### src/rtl/des_key_schedule_if.sv
// Handshake bundle between the DES key schedule and its round-key consumer.
// parity_err exists only when DES_KEY_PARITY_CHK_EN is defined.
interface des_key_schedule_if;
    logic        key_load;
    logic [63:0] key;
    logic        decrypt;
    logic        flush;
    logic        rk_ready;
    logic        rk_valid;
    logic [47:0] round_key;
    logic [3:0]  rk_idx;
    logic        busy;
    logic        done;
`ifdef DES_KEY_PARITY_CHK_EN
    logic        parity_err;

    modport master (
        output key_load, key, decrypt, flush, rk_ready,
        input  rk_valid, round_key, rk_idx, busy, done, parity_err
    );
    modport slave (
        input  key_load, key, decrypt, flush, rk_ready,
        output rk_valid, round_key, rk_idx, busy, done, parity_err
    );
`else
    modport master (
        output key_load, key, decrypt, flush, rk_ready,
        input  rk_valid, round_key, rk_idx, busy, done
    );
    modport slave (
        input  key_load, key, decrypt, flush, rk_ready,
        output rk_valid, round_key, rk_idx, busy, done
    );
`endif
endinterface

### src/rtl/des_key_schedule.sv
// Sequential DES key schedule: PC-1 at load, then one PC-2 subkey per valid/ready transfer.
// Optional key-byte odd-parity check is enabled with DES_KEY_PARITY_CHK_EN.
module des_key_schedule #(
    parameter int ROUNDS = 16
) (
    input logic                 clk,
    input logic                 rst,
    des_key_schedule_if.slave   bus
);
    localparam logic [0:0] ST_IDLE = 1'b0;
    localparam logic [0:0] ST_RUN  = 1'b1;

    localparam int PC1 [56] = '{
        57, 49, 41, 33, 25, 17,  9,  1, 58, 50, 42, 34, 26, 18,
        10,  2, 59, 51, 43, 35, 27, 19, 11,  3, 60, 52, 44, 36,
        63, 55, 47, 39, 31, 23, 15,  7, 62, 54, 46, 38, 30, 22,
        14,  6, 61, 53, 45, 37, 29, 21, 13,  5, 28, 20, 12,  4
    };
    localparam int PC2 [48] = '{
        14, 17, 11, 24,  1,  5,  3, 28, 15,  6, 21, 10,
        23, 19, 12,  4, 26,  8, 16,  7, 27, 20, 13,  2,
        41, 52, 31, 37, 47, 55, 30, 40, 51, 45, 33, 48,
        44, 49, 39, 56, 34, 53, 46, 42, 50, 36, 29, 32
    };

    // Table bit n (1 = MSB) of an N-bit vector lives at vector index N-n.
    function automatic logic [55:0] pc1(input logic [63:0] k);
        logic [55:0] res;
        res = '0;
        for (int i = 0; i < 56; i++) res[55 - i] = k[64 - PC1[i]];
        return res;
    endfunction

    function automatic logic [47:0] pc2(input logic [55:0] cd);
        logic [47:0] res;
        res = '0;
        for (int i = 0; i < 48; i++) res[47 - i] = cd[56 - PC2[i]];
        return res;
    endfunction

    function automatic logic [1:0] shiftOf(input int roundNum);
        return (roundNum == 1 || roundNum == 2 || roundNum == 9 || roundNum == 16) ? 2'd1 : 2'd2;
    endfunction

    function automatic int decRot();
        int s;
        s = 0;
        for (int r = 1; r <= ROUNDS; r++) s += int'(shiftOf(r));
        return s % 28;
    endfunction

    function automatic logic [27:0] rotlN(input logic [27:0] x, input int n);
        logic [55:0] t;
        t = {x, x} << n;
        return t[55:28];
    endfunction

    localparam int         DEC_ROT  = decRot();
    localparam logic [3:0] IDX_LAST = 4'(ROUNDS - 1);

    logic [0:0]  r_state;
    logic [27:0] r_c, r_d;
    logic [3:0]  r_idx;
    logic        r_done;
    logic        r_decrypt;

    logic [55:0] w_cd0;
    logic [27:0] w_c0, w_d0;
    logic [1:0]  w_shAmt;
    logic [27:0] w_cStep, w_dStep;
    logic        w_xfer, w_last;

    assign w_cd0 = pc1(bus.key);
    assign w_c0  = w_cd0[55:28];
    assign w_d0  = w_cd0[27:0];

    assign w_xfer = (r_state == ST_RUN) && bus.rk_ready;
    assign w_last = r_decrypt ? (r_idx == 4'd0) : (r_idx == IDX_LAST);

    // Encrypt steps forward by S[idx+2]; decrypt undoes the shift that produced the current subkey.
    always_comb begin
        w_shAmt = r_decrypt ? shiftOf(int'(r_idx) + 1) : shiftOf(int'(r_idx) + 2);
        w_cStep = r_c;
        w_dStep = r_d;
        if (r_decrypt) begin
            w_cStep = (w_shAmt == 2'd1) ? {r_c[0], r_c[27:1]} : {r_c[1:0], r_c[27:2]};
            w_dStep = (w_shAmt == 2'd1) ? {r_d[0], r_d[27:1]} : {r_d[1:0], r_d[27:2]};
        end else begin
            w_cStep = (w_shAmt == 2'd1) ? {r_c[26:0], r_c[27]} : {r_c[25:0], r_c[27:26]};
            w_dStep = (w_shAmt == 2'd1) ? {r_d[26:0], r_d[27]} : {r_d[25:0], r_d[27:26]};
        end
    end

    always_ff @(posedge clk or posedge rst) begin
        if (rst) begin
            r_state   <= ST_IDLE;
            r_c       <= '0;
            r_d       <= '0;
            r_idx     <= '0;
            r_done    <= 1'b0;
            r_decrypt <= 1'b0;
        end else begin
            r_done <= 1'b0;
            if (bus.flush) begin
                r_state <= ST_IDLE;
            end else if (r_state == ST_IDLE) begin
                if (bus.key_load) begin
                    r_state   <= ST_RUN;
                    r_decrypt <= bus.decrypt;
                    if (bus.decrypt) begin
                        r_c   <= rotlN(w_c0, DEC_ROT);
                        r_d   <= rotlN(w_d0, DEC_ROT);
                        r_idx <= IDX_LAST;
                    end else begin
                        r_c   <= {w_c0[26:0], w_c0[27]};
                        r_d   <= {w_d0[26:0], w_d0[27]};
                        r_idx <= 4'd0;
                    end
                end
            end else if (w_xfer) begin
                if (w_last) begin
                    r_state <= ST_IDLE;
                    r_done  <= 1'b1;
                end else begin
                    r_c   <= w_cStep;
                    r_d   <= w_dStep;
                    r_idx <= r_decrypt ? (r_idx - 4'd1) : (r_idx + 4'd1);
                end
            end
        end
    end

    assign bus.rk_valid  = (r_state == ST_RUN);
    assign bus.busy      = (r_state == ST_RUN);
    assign bus.done      = r_done;
    assign bus.rk_idx    = r_idx;
    assign bus.round_key = pc2({r_c, r_d});

`ifdef DES_KEY_PARITY_CHK_EN
    logic w_badParity;
    logic r_parityErr;

    // DES key bytes carry odd parity; an even byte flags the key as suspect.
    always_comb begin
        w_badParity = 1'b0;
        for (int b = 0; b < 8; b++) w_badParity = w_badParity | ~(^bus.key[b*8 +: 8]);
    end

    always_ff @(posedge clk or posedge rst) begin
        if (rst) begin
            r_parityErr <= 1'b0;
        end else if (bus.flush) begin
            r_parityErr <= 1'b0;
        end else if (r_state == ST_IDLE && bus.key_load) begin
            r_parityErr <= w_badParity;
        end
    end

    assign bus.parity_err = r_parityErr;
`endif
endmodule

### src/flat_wrapper.sv
// flat-port wrapper written by rule: the top's interface ports become plain ports
module des_key_schedule_flat 
#(
    parameter int ROUNDS = 16
)
  (clk, rst, bus_key_load, bus_key, bus_decrypt, bus_flush, bus_rk_ready, bus_rk_valid, bus_round_key, bus_rk_idx, bus_busy, bus_done);
  des_key_schedule_if bus_i ();
  input logic clk;
  input logic rst;
  input wire logic [$bits(bus_i.key_load)-1:0] bus_key_load;
  input wire logic [$bits(bus_i.key)-1:0] bus_key;
  input wire logic [$bits(bus_i.decrypt)-1:0] bus_decrypt;
  input wire logic [$bits(bus_i.flush)-1:0] bus_flush;
  input wire logic [$bits(bus_i.rk_ready)-1:0] bus_rk_ready;
  output wire logic [$bits(bus_i.rk_valid)-1:0] bus_rk_valid;
  output wire logic [$bits(bus_i.round_key)-1:0] bus_round_key;
  output wire logic [$bits(bus_i.rk_idx)-1:0] bus_rk_idx;
  output wire logic [$bits(bus_i.busy)-1:0] bus_busy;
  output wire logic [$bits(bus_i.done)-1:0] bus_done;
  assign bus_i.key_load = bus_key_load;
  assign bus_i.key = bus_key;
  assign bus_i.decrypt = bus_decrypt;
  assign bus_i.flush = bus_flush;
  assign bus_i.rk_ready = bus_rk_ready;
  assign bus_rk_valid = bus_i.rk_valid;
  assign bus_round_key = bus_i.round_key;
  assign bus_rk_idx = bus_i.rk_idx;
  assign bus_busy = bus_i.busy;
  assign bus_done = bus_i.done;
  des_key_schedule #(.ROUNDS(ROUNDS)) u_core (.clk(clk), .rst(rst), .bus(bus_i));
endmodule
### config.mk
export PLATFORM = sky130hd
export DESIGN_NAME = des_key_schedule_flat
export DESIGN_NICKNAME = d
export VERILOG_FILES = /design/src/rtl/des_key_schedule_if.sv /design/src/rtl/des_key_schedule.sv /design/src/flat_wrapper.sv
export SDC_FILE = /design/constraint.sdc
export NUM_CORES = 1
export LEC_CHECK = 0
export ABC_AREA = 0
export BUFFER_PORTS_ARGS = -buffer_cell sky130_fd_sc_hd__buf_2
export CORE_UTILIZATION = 45
export DETAILED_ROUTE_END_ITERATION = 10
export PLACE_DENSITY = 0.68
export SLEW_MARGIN = 10
export SYNTH_ARGS = -nofsm -noshare
export SYNTH_HDL_FRONTEND = slang
export SYNTH_SLANG_ARGS = --single-unit
### constraint.sdc
create_clock -name clk -period 2.1 [get_ports clk]
set_clock_uncertainty 0.1 [all_clocks]
set_input_delay 0.21 -clock clk [delete_from_list [all_inputs] [get_ports clk]]
set_output_delay 0.21 -clock clk [all_outputs]
set_load 0.02 [all_outputs]
==> impl_results.md, run 1 <==
- Crit end category: register
- Worst Hold Class: input port to register
- Largest net degree at the start of global routing: between 60 and 70
- Routed Antenna Nets: 0
- Hold EP: u_core.r_decrypt$_DFFE_PP0P_
- Die width: 113 um
- Status: complete, but fails checks
- Reg clk slew, reported paths: 0.05 ns
- Final worst slack: -0.176 ns
- Vias in the first global route: between 5,000 and 6,000
- RR Endpoint: u_core.r_d[18]$_DFFE_PP0P_
- Diodes inserted: 0
- Mapped Nets: between 600 and 700
- Syn Inst Count: around 620
- RSZ-0062 raised after global routing: yes
- Core footprint: between 10,000 and 15,000 um2
- Final Max Slew Viols: 0
- Setup violations, final: 56
- Via count: between 5,000 and 6,000
- Initial Util: 0.462
- Drt initial violations: between 500 and 600
- Via density: ~6.6
- Utilization after layout: 0.611
- R2R setup slack: -0.18 ns
- Cell Area, Synth: approximately 5500 um2
- I/O pin cnt: 125
- Synth-to-Final Area Change: 32.3%
- Min Tclk post-route: ~2.3 ns
- Overflow after GRT: 0
- Hold Path Depth: 3
- P_leak: 0.00334 uW
- Initial antenna violation count: 0
- FP Rows: 40
- Syn avg cell area: 8.96 um2
- Clock Sinks: 63
- H-Tree Depth: 3
- Setup WS pre-CTS: -0.148 ns
- Die Area: 12,800 um2
- WL/cell: 21.3 um
- Detailed Place HPWL: slightly above 10,000 um
- WP data arrival: 2.38 ns
- Yosys warns: 0
- Worst-Margin Slew: ~0.64 ns
- Layout cells sized above 1: 0.401
- Final hold violation count: 0
- Required time of the worst setup path: around 2.2 ns
- Wirelength, routed: 18,200 um
- Yosys cell types: 42
- Critical path peak fanout: 5
- Root buf cell: clkbuf_16
- Met1 Use GR: 0.365
- First-pass GRT wire length: roughly 28,000 um
- CTS tree: yes
- Worst skew pair latency: 0.33 ns
- Clock buffer depth: 2
- Fmax: between 0.4 and 0.5 GHz
- Critical Path Start Type: register
- DIE HEIGHT: approximately 110 um
- R2r startpoint: u_core.bus.rk_idx[2]$_DFFE_PP0P_
- HP Start: bus_decrypt
- Drc violations: 0
- CP Class: register to register
- Period utilization: 1.08
- Port-buffer cells: about 120
- Met3 Use GR: 0.0493
- Most crowded layer after global routing: met2
- Worst IR Drop VDD: 0.000550 V
- Pwr Density: ~1200 nW/um2
- Gpl congestion: 0.812
- Sequential share of the synthesized area: 0.284
- Failing checks: setup timing
- Num CTS Buffers: 9
- # Max-Cap Violations: 0
- Final layout net count: 779
- GRT Total Usage: 0.275
- Met2 Usage GRT: 0.444
- R2R cell count: 8
- Drt first pass iters: 5
- Synth Register Bits: 63
- Slew headroom: 0.574
power by group:
| group | internal, uW | switching (uW) | leakage, uW |
|---|---|---|---|
| Sequential | 1610 | 646 | 0.000785 |
| Combinational | 2420 | 2580 | 0.00239 |
| Clock | 1080 | 554 | 0.000165 |
| Total | 5110 | 3780 | 0.00334 |
state kept, by name, indices dropped and copies added, names as in the netlist:
signal and cells:
u_core.r_d 28, u_core.bus.rk_idx 4, u_core.bus.done 1, u_core.r_decrypt 1
u_core.r_c 28, u_core.bus.busy 1
timing repair:
| action | 4_1_cts | 5_1_grt |
|---|---|---|
| hold buffers | 3 | 0 |
| gates cloned | 6 | 4 |
| endpoints found under the setup margin | 56 | 58 |
| pin swaps | 6 | 15 |
| gates resized for setup | 65 | 16 |
| hold endpoints to repair | 64 | 0 |
| setup buffers | 17 | 0 |
cell families after synthesis:
logic type | after synthesis | synth area share
AND/OR/NAND/NOR | 168 | 0.148
AO/OA/AOI/OAI | 157 | 0.223
buffers and inverters | 112 | 0.121
multiplexers | 112 | 0.209
flip-flops | 63 | 0.284
adder cells (fa/ha/maj) | 4 | 0.0104
XOR/XNOR | 3 | 0.00474
worst max-delay path, cell delays in order, from the launching register on:
cell and delay (ns):
dfrtp_2 0.43, buf_6 0.13, or3b_4 0.41, o221a_4 0.25, nor2_4 0.17, buf_6 0.17, clkbuf_16 0.16, nor3_1 0.06
a221o_1 0.28
routing by layer:
| layer | up-vias | part of all wire |
|---|---|---|
| met5 | - | 0 |
| met4 | 0 | 0.037 |
| met1 | 2733 | 0.41 |
| met2 | 340 | 0.47 |
| met3 | 64 | 0.086 |
| li1 | 2478 | - |
synth_stat cells:
| cell type | n | area share |
|---|---|---|
| nor2_1 | 88 | 0.060 |
| mux2i_1 | 84 | 0.15 |
| dfrtp_1 | 63 | 0.28 |
| a21oi_1 | 60 | 0.054 |
| buf_4 | 56 | 0.076 |
| nor3b_1 | 29 | 0.039 |
| a221o_1 | 28 | 0.051 |
| nor3_1 | 28 | 0.025 |
| o41ai_1 | 28 | 0.044 |
| clkbuf_1 | 26 | 0.018 |
| o221a_1 | 20 | 0.041 |
| mux2_2 | 19 | 0.039 |
| buf_2 | 18 | 0.016 |
| mux2_1 | 9 | 0.018 |
| o221a_2 | 9 | 0.018 |
| buf_1 | 6 | 0.0041 |
| nand2_1 | 6 | 0.0041 |
| nand3_1 | 5 | 0.0045 |
| inv_1 | 4 | 0.0027 |
| ha_1 | 3 | 0.0068 |
| o21ai_1 | 3 | 0.0027 |
| xnor2_1 | 3 | 0.0047 |
| buf_6 | 2 | 0.0041 |
| nand4_1 | 2 | 0.0023 |
| or2_1 | 2 | 0.0023 |
| or3_1 | 2 | 0.0023 |
| a21o_1 | 1 | 0.0014 |
| a21oi_2 | 1 | 0.0016 |
| a22oi_1 | 1 | 0.0014 |
| a311oi_1 | 1 | 0.0016 |
| a31oi_2 | 1 | 0.0023 |
| and2_1 | 1 | 0.0011 |
| and3b_1 | 1 | 0.0016 |
| fa_1 | 1 | 0.0036 |
| nand2b_1 | 1 | 0.0011 |
| nor2_4 | 1 | 0.0020 |
| nor2b_1 | 1 | 0.0011 |
| o21a_1 | 1 | 0.0014 |
| o21ai_0 | 1 | 0.00090 |
| o22ai_1 | 1 | 0.0011 |
| o31ai_1 | 1 | 0.0014 |
| or3b_1 | 1 | 0.0016 |
layout by cell type (no fill, tap or decap), types with 2 or more instances in the layout:
cell type	Yosys	layout
dlygate4sd3_1	0	3
bufbuf_16	0	2
nor3_2	0	3
buf_4	56	27
nand3_1	5	3
o221a_2	9	8
o41ai_2	0	27
inv_1	4	3
dfrtp_1	63	58
a21oi_1	60	56
buf_6	2	10
mux2_2	19	11
buf_12	0	16
mux2_1	9	3
nand4_1	2	2
o21ai_1	3	2
nand2_2	0	2
dfrtp_2	0	5
mux2_4	0	14
clkbuf_16	0	13
nand2_1	6	4
mux2i_1	84	84
a21oi_2	1	5
buf_2	18	115
or2_1	2	2
clkbuf_8	0	5
xnor2_1	3	2
nor3b_1	29	28
nor3_1	28	25
buf_16	0	4
nor2_1	88	88
buf_8	0	2
nand3_2	0	2
a221o_1	28	28
o221a_1	20	20
ha_1	3	2
through the flow:
step	instances	total power (uW)	hold WS, ns	area (um2)	TNS, ns
4_1_cts	853	8480	0.181	7160	-5.15
3_3_place_gp	811	5890	0.217	6140	-1.88
3_5_place_dp	811	6000	0.215	6140	-4.66
2_1_floorplan	619	5230	0.176	5600	-0.646
5_1_grt	857	9270	0.246	7340	-8.51
6_report	857	8890	0.190	7340	-6.50
final cells by class:
cell class | instances | area, um2
inverters | 4 | 15.0
flip-flops and latches | 63 | 1580
well taps | 147 | 184
fillers | 975 | 4680
multi-input cells | 444 | 3680
clock inverters | 2 | 35.0
repair buffers | 183 | 1550
clock buffers | 14 | 294
how the worst max path moves through the flow:
| stage | startpoint | end | slack (ns) | cells after the start |
|---|---|---|---|---|
| 6_report | u_core.bus.rk_idx[2]$_DFFE_PP0P_ | u_core.r_d[18]$_DFFE_PP0P_ | -0.18 | 8 |
| 5_1_grt | u_core.bus.rk_idx[2]$_DFFE_PP0P_ | u_core.r_d[18]$_DFFE_PP0P_ | -0.21 | 8 |
| 4_1_cts | u_core.bus.rk_idx[1]$_DFFE_PP0P_ | u_core.r_d[27]$_DFFE_PP0P_ | -0.13 | 9 |
| 3_5_place_dp | u_core.bus.rk_idx[1]$_DFFE_PP0P_ | u_core.r_d[4]$_DFFE_PP0P_ | -0.15 | 7 |
| 3_3_place_gp | u_core.bus.rk_idx[1]$_DFFE_PP0P_ | u_core.r_c[8]$_DFFE_PP0P_ | -0.07 | 7 |
| 2_1_floorplan | u_core.bus.rk_idx[2]$_DFFE_PP0P_ | u_core.r_c[26]$_DFFE_PP0P_ | -0.05 | 8 |
(Power assumes the default switching activity.)
==> run 2: changes to the inputs <==
--- a/config.mk
+++ b/config.mk
@@ -6,10 +6,11 @@
 export NUM_CORES = 1
 export LEC_CHECK = 0
 export ABC_AREA = 0
+export ABC_CLOCK_PERIOD_IN_PS = 2100
 export BUFFER_PORTS_ARGS = -buffer_cell sky130_fd_sc_hd__buf_2
 export CORE_UTILIZATION = 45
 export DETAILED_ROUTE_END_ITERATION = 10
-export PLACE_DENSITY = 0.68
+export PLACE_DENSITY = 0.81
 export SLEW_MARGIN = 10
 export SYNTH_ARGS = -nofsm -noshare
 export SYNTH_HDL_FRONTEND = slang
==> run 2 against run 1 <==
  * The run still ends with setup timing left
  * Global-route usage fell by 0.86 points
  * Die area did not move
  * Sequential power barely moved
  * Critical path type unchanged
==> impl_results.md, run 2 (synthesis gave the netlist of run 1 again) <==
- P_leak: roughly 0.0033 uW
- CTS tree: yes
- Drt first pass iters: 5
- WL/cell: ~20 um
- Via count: 5,508
- H-Tree Depth: 3
- Failing checks: setup timing
- # Max-Cap Violations: 0
- FP Rows: 40
- Most common cell after layout, fill and taps aside: buf_2
- Gpl congestion: 0.843
- Min Tclk post-route: around 2.3 ns
- Combinational Power Share: 0.583
- Setup violations, final: 55
- Met3 Use GR: 0.0525
- RSZ-0062 raised after global routing: yes
- Cell-internal power: ~4800 uW
- Initial Util: 0.462
- Reg clk slew, reported paths: ~0.050 ns
- I/O pin cnt: around 130
- Diodes inserted: 0
- Clock Power Share: 0.153
- Initial antenna violation count: 0
- Crit end category: register
- Setup WS pre-CTS: -0.160 ns
- Max incr delay on CP: between 0.4 and 0.5 ns
- DIE HEIGHT: approximately 110 um
- CP dominant cell by count: buf_12
- Slew headroom: 0.669
- Worst skew pair latency: roughly 0.33 ns
- Area of placed instances: 6160 um2
- Sw frac: 0.435
- Final hold violation count: 0
- Detailed Place HPWL: between 10,000 and 15,000 um
- Worst-Margin Slew: approximately 0.50 ns
- First-pass GRT wire length: around 27,000 um
- Drt initial violations: a little over 600
- Clock buffer depth: 2
- Met1 Use GR: 0.352
- Most frequent cells in the layout: buf_2, nor2_1, mux2i_1, dfrtp_1, a21oi_1
- Required time of the worst setup path: roughly 2.2 ns
- WP data arrival: around 2.4 ns
- Port-buffer cells: 116
- Final instance area: approximately 7300 um2
- Num CTS Buffers: 9
- Final layout net count: approximately 800
- Core footprint: around 12,000 um2
- Critical path peak fanout: 9
- Drc violations: 0
- Largest net degree at the start of global routing: 64
- Met2 Usage GRT: 0.427
- Period utilization: 1.07
- Worst Hold Class: input port to register
- Vias in the first global route: 5,388
- Buf/Inv on CP: 3
- Final Max Slew Viols: 0
- Via density: roughly 6.4
- Clock Sinks: 63
- Status: complete, but fails checks
- Routed Antenna Nets: 0
- Final worst slack: -0.157 ns
- Cell Chain, Critical Path: ha_4 -> xnor2_2 -> nand3_2 -> a31oi_4 -> buf_12 -> buf_12 -> buf_12 -> mux2i_1 -> a221o_1
- CP max-delay cell: dfrtp_2
- Fmax: about 0.44 GHz
- Die Area: about 13,000 um2
- Overflow after GRT: 0
- Die width: between 100 and 150 um
- Critical Path Start Type: register
- Synth-to-Final Area Change: 31.3%
- GRT Total Usage: 0.266
- Reg power frac: 0.264
- CP Class: register to register
- Wirelength, routed: roughly 17,000 um
- Worst IR Drop VDD: 0.000637 V
- HP Start: bus_key_load
- R2r startpoint: u_core.bus.rk_idx[2]$_DFFE_PP0P_
- Delay-heaviest family, CP: compound AO/OA/AOI/OAI gates
- Root buf cell: clkbuf_16
- Most crowded layer after global routing: met2
- Sw Pwr: between 3000 and 4000 uW
- Layout cells sized above 1: 0.400
- Crit path from: u_core.bus.rk_idx[2]$_DFFE_PP0P_
- Pwr Density: ~1200 nW/um2
## run 2: cell count changes in the layout (fill, tap and decap cells not counted), moves of 3 or more
cell,previous run,this run
a21oi_2,5,9
mux2_4,14,21
a21oi_1,56,52
o41ai_2,27,24
nor3_1,25,22
nor3_4,0,3
mux2_1,3,6
clkbuf_8,5,0
clkbuf_1,0,3
mux2_2,11,1
o41ai_4,1,4
## run 2: final cells by class
type	count	area (um2)
multi-input combinational	444	3780
inverter	4	15.0
timing repair buffer	182	1470
fill	920	4730
sequential	63	1580
tap	147	184
clock inverter	2	10.0
clock buffer	12	236
## run 2: worst reg2reg max path: stages (launching register included)
cell     delay, ns
dfrtp_2       0.46
ha_4          0.21
xnor2_2       0.15
nand3_2       0.12
a31oi_4       0.24
buf_12        0.16
buf_12        0.14
buf_12        0.14
mux2i_1       0.09
a221o_1       0.33
## run 2: metal layers
| layer | vias up | wire, um |
|---|---|---|
| met5 | - | 0 |
| met4 | 0 | 408 |
| met3 | 44 | 1320 |
| met2 | 298 | 8180 |
| met1 | 2684 | 7330 |
| li1 | 2482 | - |
## run 2: power by group through the flow
stage	clock [uW]	combinational, uW	sequential [uW]
floorplan	0	3170	2060
global placement	0	3750	2170
detailed placement	0	3850	2210
finish	1300	4970	2260
CTS	1320	4410	2210
global route	1370	5270	2300
## run 2: per-stage QoR
stage	cells	util	power (uW)	hold WS, ns	TNS (ns)
global placement	816	0.513	5920	0.210	-4.14
global route	854	0.606	8940	0.0883	-8.39
floorplan	619	-	5230	0.176	-0.646
detailed placement	816	0.513	6070	0.211	-6.43
finish	854	0.606	8530	0.0599	-5.50
CTS	851	0.587	7930	0.0443	-1.68
## run 2: path summary, 6_finish.rpt
| path | endpoint | slack [ns] | cells past startpoint |
|---|---|---|---|
| max | u_core.r_c[5]$_DFFE_PP0P_ | -0.16 | 9 |
| min | u_core.bus.busy$_DFF_PP0_ | 0.06 | 3 |
| min in group asynchronous | u_core.r_c[9]$_DFFE_PP0P_ | 0.39 | 4 |
| max reg2reg | u_core.r_c[5]$_DFFE_PP0P_ | -0.16 | 9 |
| min reg2reg | u_core.r_c[19]$_DFFE_PP0P_ | 0.47 | 2 |
| max in group asynchronous | u_core.r_decrypt$_DFFE_PP0P_ | 1.19 | 4 |
## run 2: what timing repair did
| item | in CTS | in global routing |
|---|---|---|
| cloned | 6 | 2 |
| hold buffers | 3 | 0 |
| endpoints found under the setup margin | 60 | 60 |
| hold endpoints to repair | 64 | 0 |
| pin swaps | 14 | 2 |
| buffers inserted | 12 | 3 |
| gates resized for setup | 68 | 39 |
==> run 3: changes to the inputs <==
==> constraint.sdc (replaced) <==
create_clock -name clk -period 2.1 [get_ports clk]
set_clock_uncertainty 0.1 [all_clocks]
set_input_delay 0.105 -clock clk [delete_from_list [all_inputs] [get_ports clk]]
set_output_delay 0.105 -clock clk [all_outputs]
set_load 0.02 [all_outputs]
==> run 3 against run 2 <==
  * The flow still finishes with violations (setup timing)
  * Largest power group unchanged
  * Critical path depth shrank 2
  * Register-to-register slack worse by 0.08 ns
  * Sequential power hardly changed
  * Utilization decreased by 2.1 points
  * Cell count is 0.35% lower
  * Highest routed layer unchanged
  * Clock-buffer cell count up 1
  * Power down 3.7%
==> impl_results.md, run 3 (synthesis gave the netlist of run 1 again) <==
- Status: complete, but fails checks
- Failing checks: setup timing
- First-pass GRT wire length: about 26,000 um
- Gpl congestion: about 0.85
- CP Class: register to register
- Clock Sinks: between 60 and 70
- Via count: ~5,600
- Worst-Margin Slew: approximately 0.56 ns
- Sw Pwr: ~3600 uW
- Overflow after GRT: 0
- Final worst slack: -0.232 ns
- Wirelength, routed: between 15,000 and 20,000 um
- Utilization after layout: 0.585
- H-Tree Depth: 3
- Drt first pass iters: 6
- Detailed Place HPWL: ~11,000 um
- I/O pin cnt: 125
- WL/cell: 20.4 um
- Num CTS Buffers: 9
- Reg power frac: 0.277
- Setup WS pre-CTS: -0.141 ns
- Worst Hold Class: input port to register
- Layout cells sized above 1: 0.374
- CTS tree: yes
- Fmax: 0.429 GHz
- Slew headroom: 0.628
- # Max-Cap Violations: 0
- Cell-internal power: between 4000 and 5000 uW
- Die width: 113 um
- Final hold violation count: 0
- Combinational Power Share: 0.537
- Initial antenna violation count: 0
- Reg clk slew, reported paths: 0.06 ns
- RSZ-0062 raised after global routing: yes
- Min Tclk post-route: between 2 and 2.5 ns
- Drt initial violations: 474
- P_leak: 0.00315 uW
- Period utilization: 1.11
- Port-buffer cells: roughly 120
- Most frequent cells in the layout: buf_2, nor2_1, mux2i_1, dfrtp_1, a21oi_1
- Worst IR Drop VDD: roughly 0.00057 V
- Worst skew pair latency: approximately 0.33 ns
- FP Rows: 40
- Core footprint: 12,000 um2
- Synth-to-Final Area Change: 26.8%
- Via density: 6.54
- Final Power: between 8000 and 9000 uW
- Final Max Slew Viols: 0
- Initial Util: 0.462
- Clock buffer depth: 2
- Largest net degree at the start of global routing: 46
- Critical path peak fanout: 7
- Diodes inserted: 0
- GRT Total Usage: 0.249
- Required time of the worst setup path: approximately 2.2 ns
- # fillers: 970
- Vias in the first global route: between 5,000 and 6,000
- Pwr Density: ~1200 nW/um2
- Setup violations, final: approximately 60
- Critical Path Start Type: register
- Clock Power Share: 0.186
- Final layout net count: about 770
- Routed Antenna Nets: 0
- WP data arrival: ~2.4 ns
- Die Area: 12,800 um2
- Crit end category: register
- Sw frac: 0.436
- Root buf cell: clkbuf_16
- Drc violations: 0
- Most common cell after layout, fill and taps aside: buf_2
- DIE HEIGHT: approximately 110 um
-- run 3: cell count changes in the layout (fill, tap and decap cells not counted), sizes merged --
cell / before / now
buf: 177 / 171
bufinv: 0 / 1
clkbuf: 14 / 15
clkinv: 2 / 1
clkinvlp: 0 / 1
dlygate4sd3: 3 / 4
-- run 3: final cells by class --
cell class,instances,area (um2),share of cell area
well taps,147,184,0.0262
clock buffers,13,260,0.0370
inverters,4,15.0,0.00214
multi-input cells,444,3610,0.513
clock inverters,3,42.5,0.00605
flip-flops and latches,63,1580,0.225
repair buffers,177,1340,0.191
-- run 3: final timing paths --
path | cells past startpoint | from | endpoint | slack (ns)
worst max-delay path | 7 | u_core.bus.rk_idx[1]$_DFFE_PP0P_ | u_core.r_d[0]$_DFFE_PP0P_ | -0.23
worst min-delay path | 4 | bus_key[50] | u_core.r_d[14]$_DFFE_PP0P_ | 0.11
worst max register to register | 7 | u_core.bus.rk_idx[1]$_DFFE_PP0P_ | u_core.r_d[0]$_DFFE_PP0P_ | -0.23
worst min register to register | 2 | u_core.r_c[19]$_DFFE_PP0P_ | u_core.r_c[19]$_DFFE_PP0P_ | 0.47
max in group asynchronous | 4 | rst | u_core.bus.rk_idx[3]$_DFFE_PP0P_ | 0.99
min in group asynchronous | 3 | rst | u_core.r_c[9]$_DFFE_PP0P_ | 0.28
-- run 3: repair_timing --
action                                  4_1_cts  5_1_grt
setup buffers                                 5        4
resized for setup                            12       48
pin swaps                                     2       11
hold buffers                                  4        0
endpoints found under the hold margin        24        0
cloned                                        2        2
endpoints found under the setup margin       60       60
-- run 3: through the flow --
step                instance area [um2]  TNS [ns]  cells  hold WS, ns
finish                             7030     -4.28    851        0.113
floorplan                          5600    -0.646    619       0.0712
CTS                                6670     -2.75    845        0.109
detailed placement                 6170     -5.46    818       0.0955
global route                       7030     -7.98    851        0.152
global placement                   6170     -2.47    818       0.0764
-- run 3: critical path: stages, from the launching register on --
cell	delay (ns)
dfrtp_2	0.45
ha_4	0.20
xnor2_2	0.14
nand3_2	0.11
a31oi_4	0.21
buf_4	0.24
mux2_2	0.36
o41ai_1	0.37
-- run 3: routing by layer --
layer,global-route usage,up-vias,share of wire
li1,-,2465,-
met1,0.330,2699,0.42
met2,0.405,351,0.48
met3,0.0380,51,0.074
met4,0.113,0,0.027
met5,0,-,0
-- run 3: power by group through the flow --
stage | clock network [uW] | registers (uW) | logic, uW
floorplan | 0 | 2060 | 3170
global placement | 0 | 2180 | 3690
detailed placement | 0 | 2210 | 3810
CTS | 1510 | 2200 | 3930
global route | 1590 | 2330 | 4690
finish | 1520 | 2280 | 4410
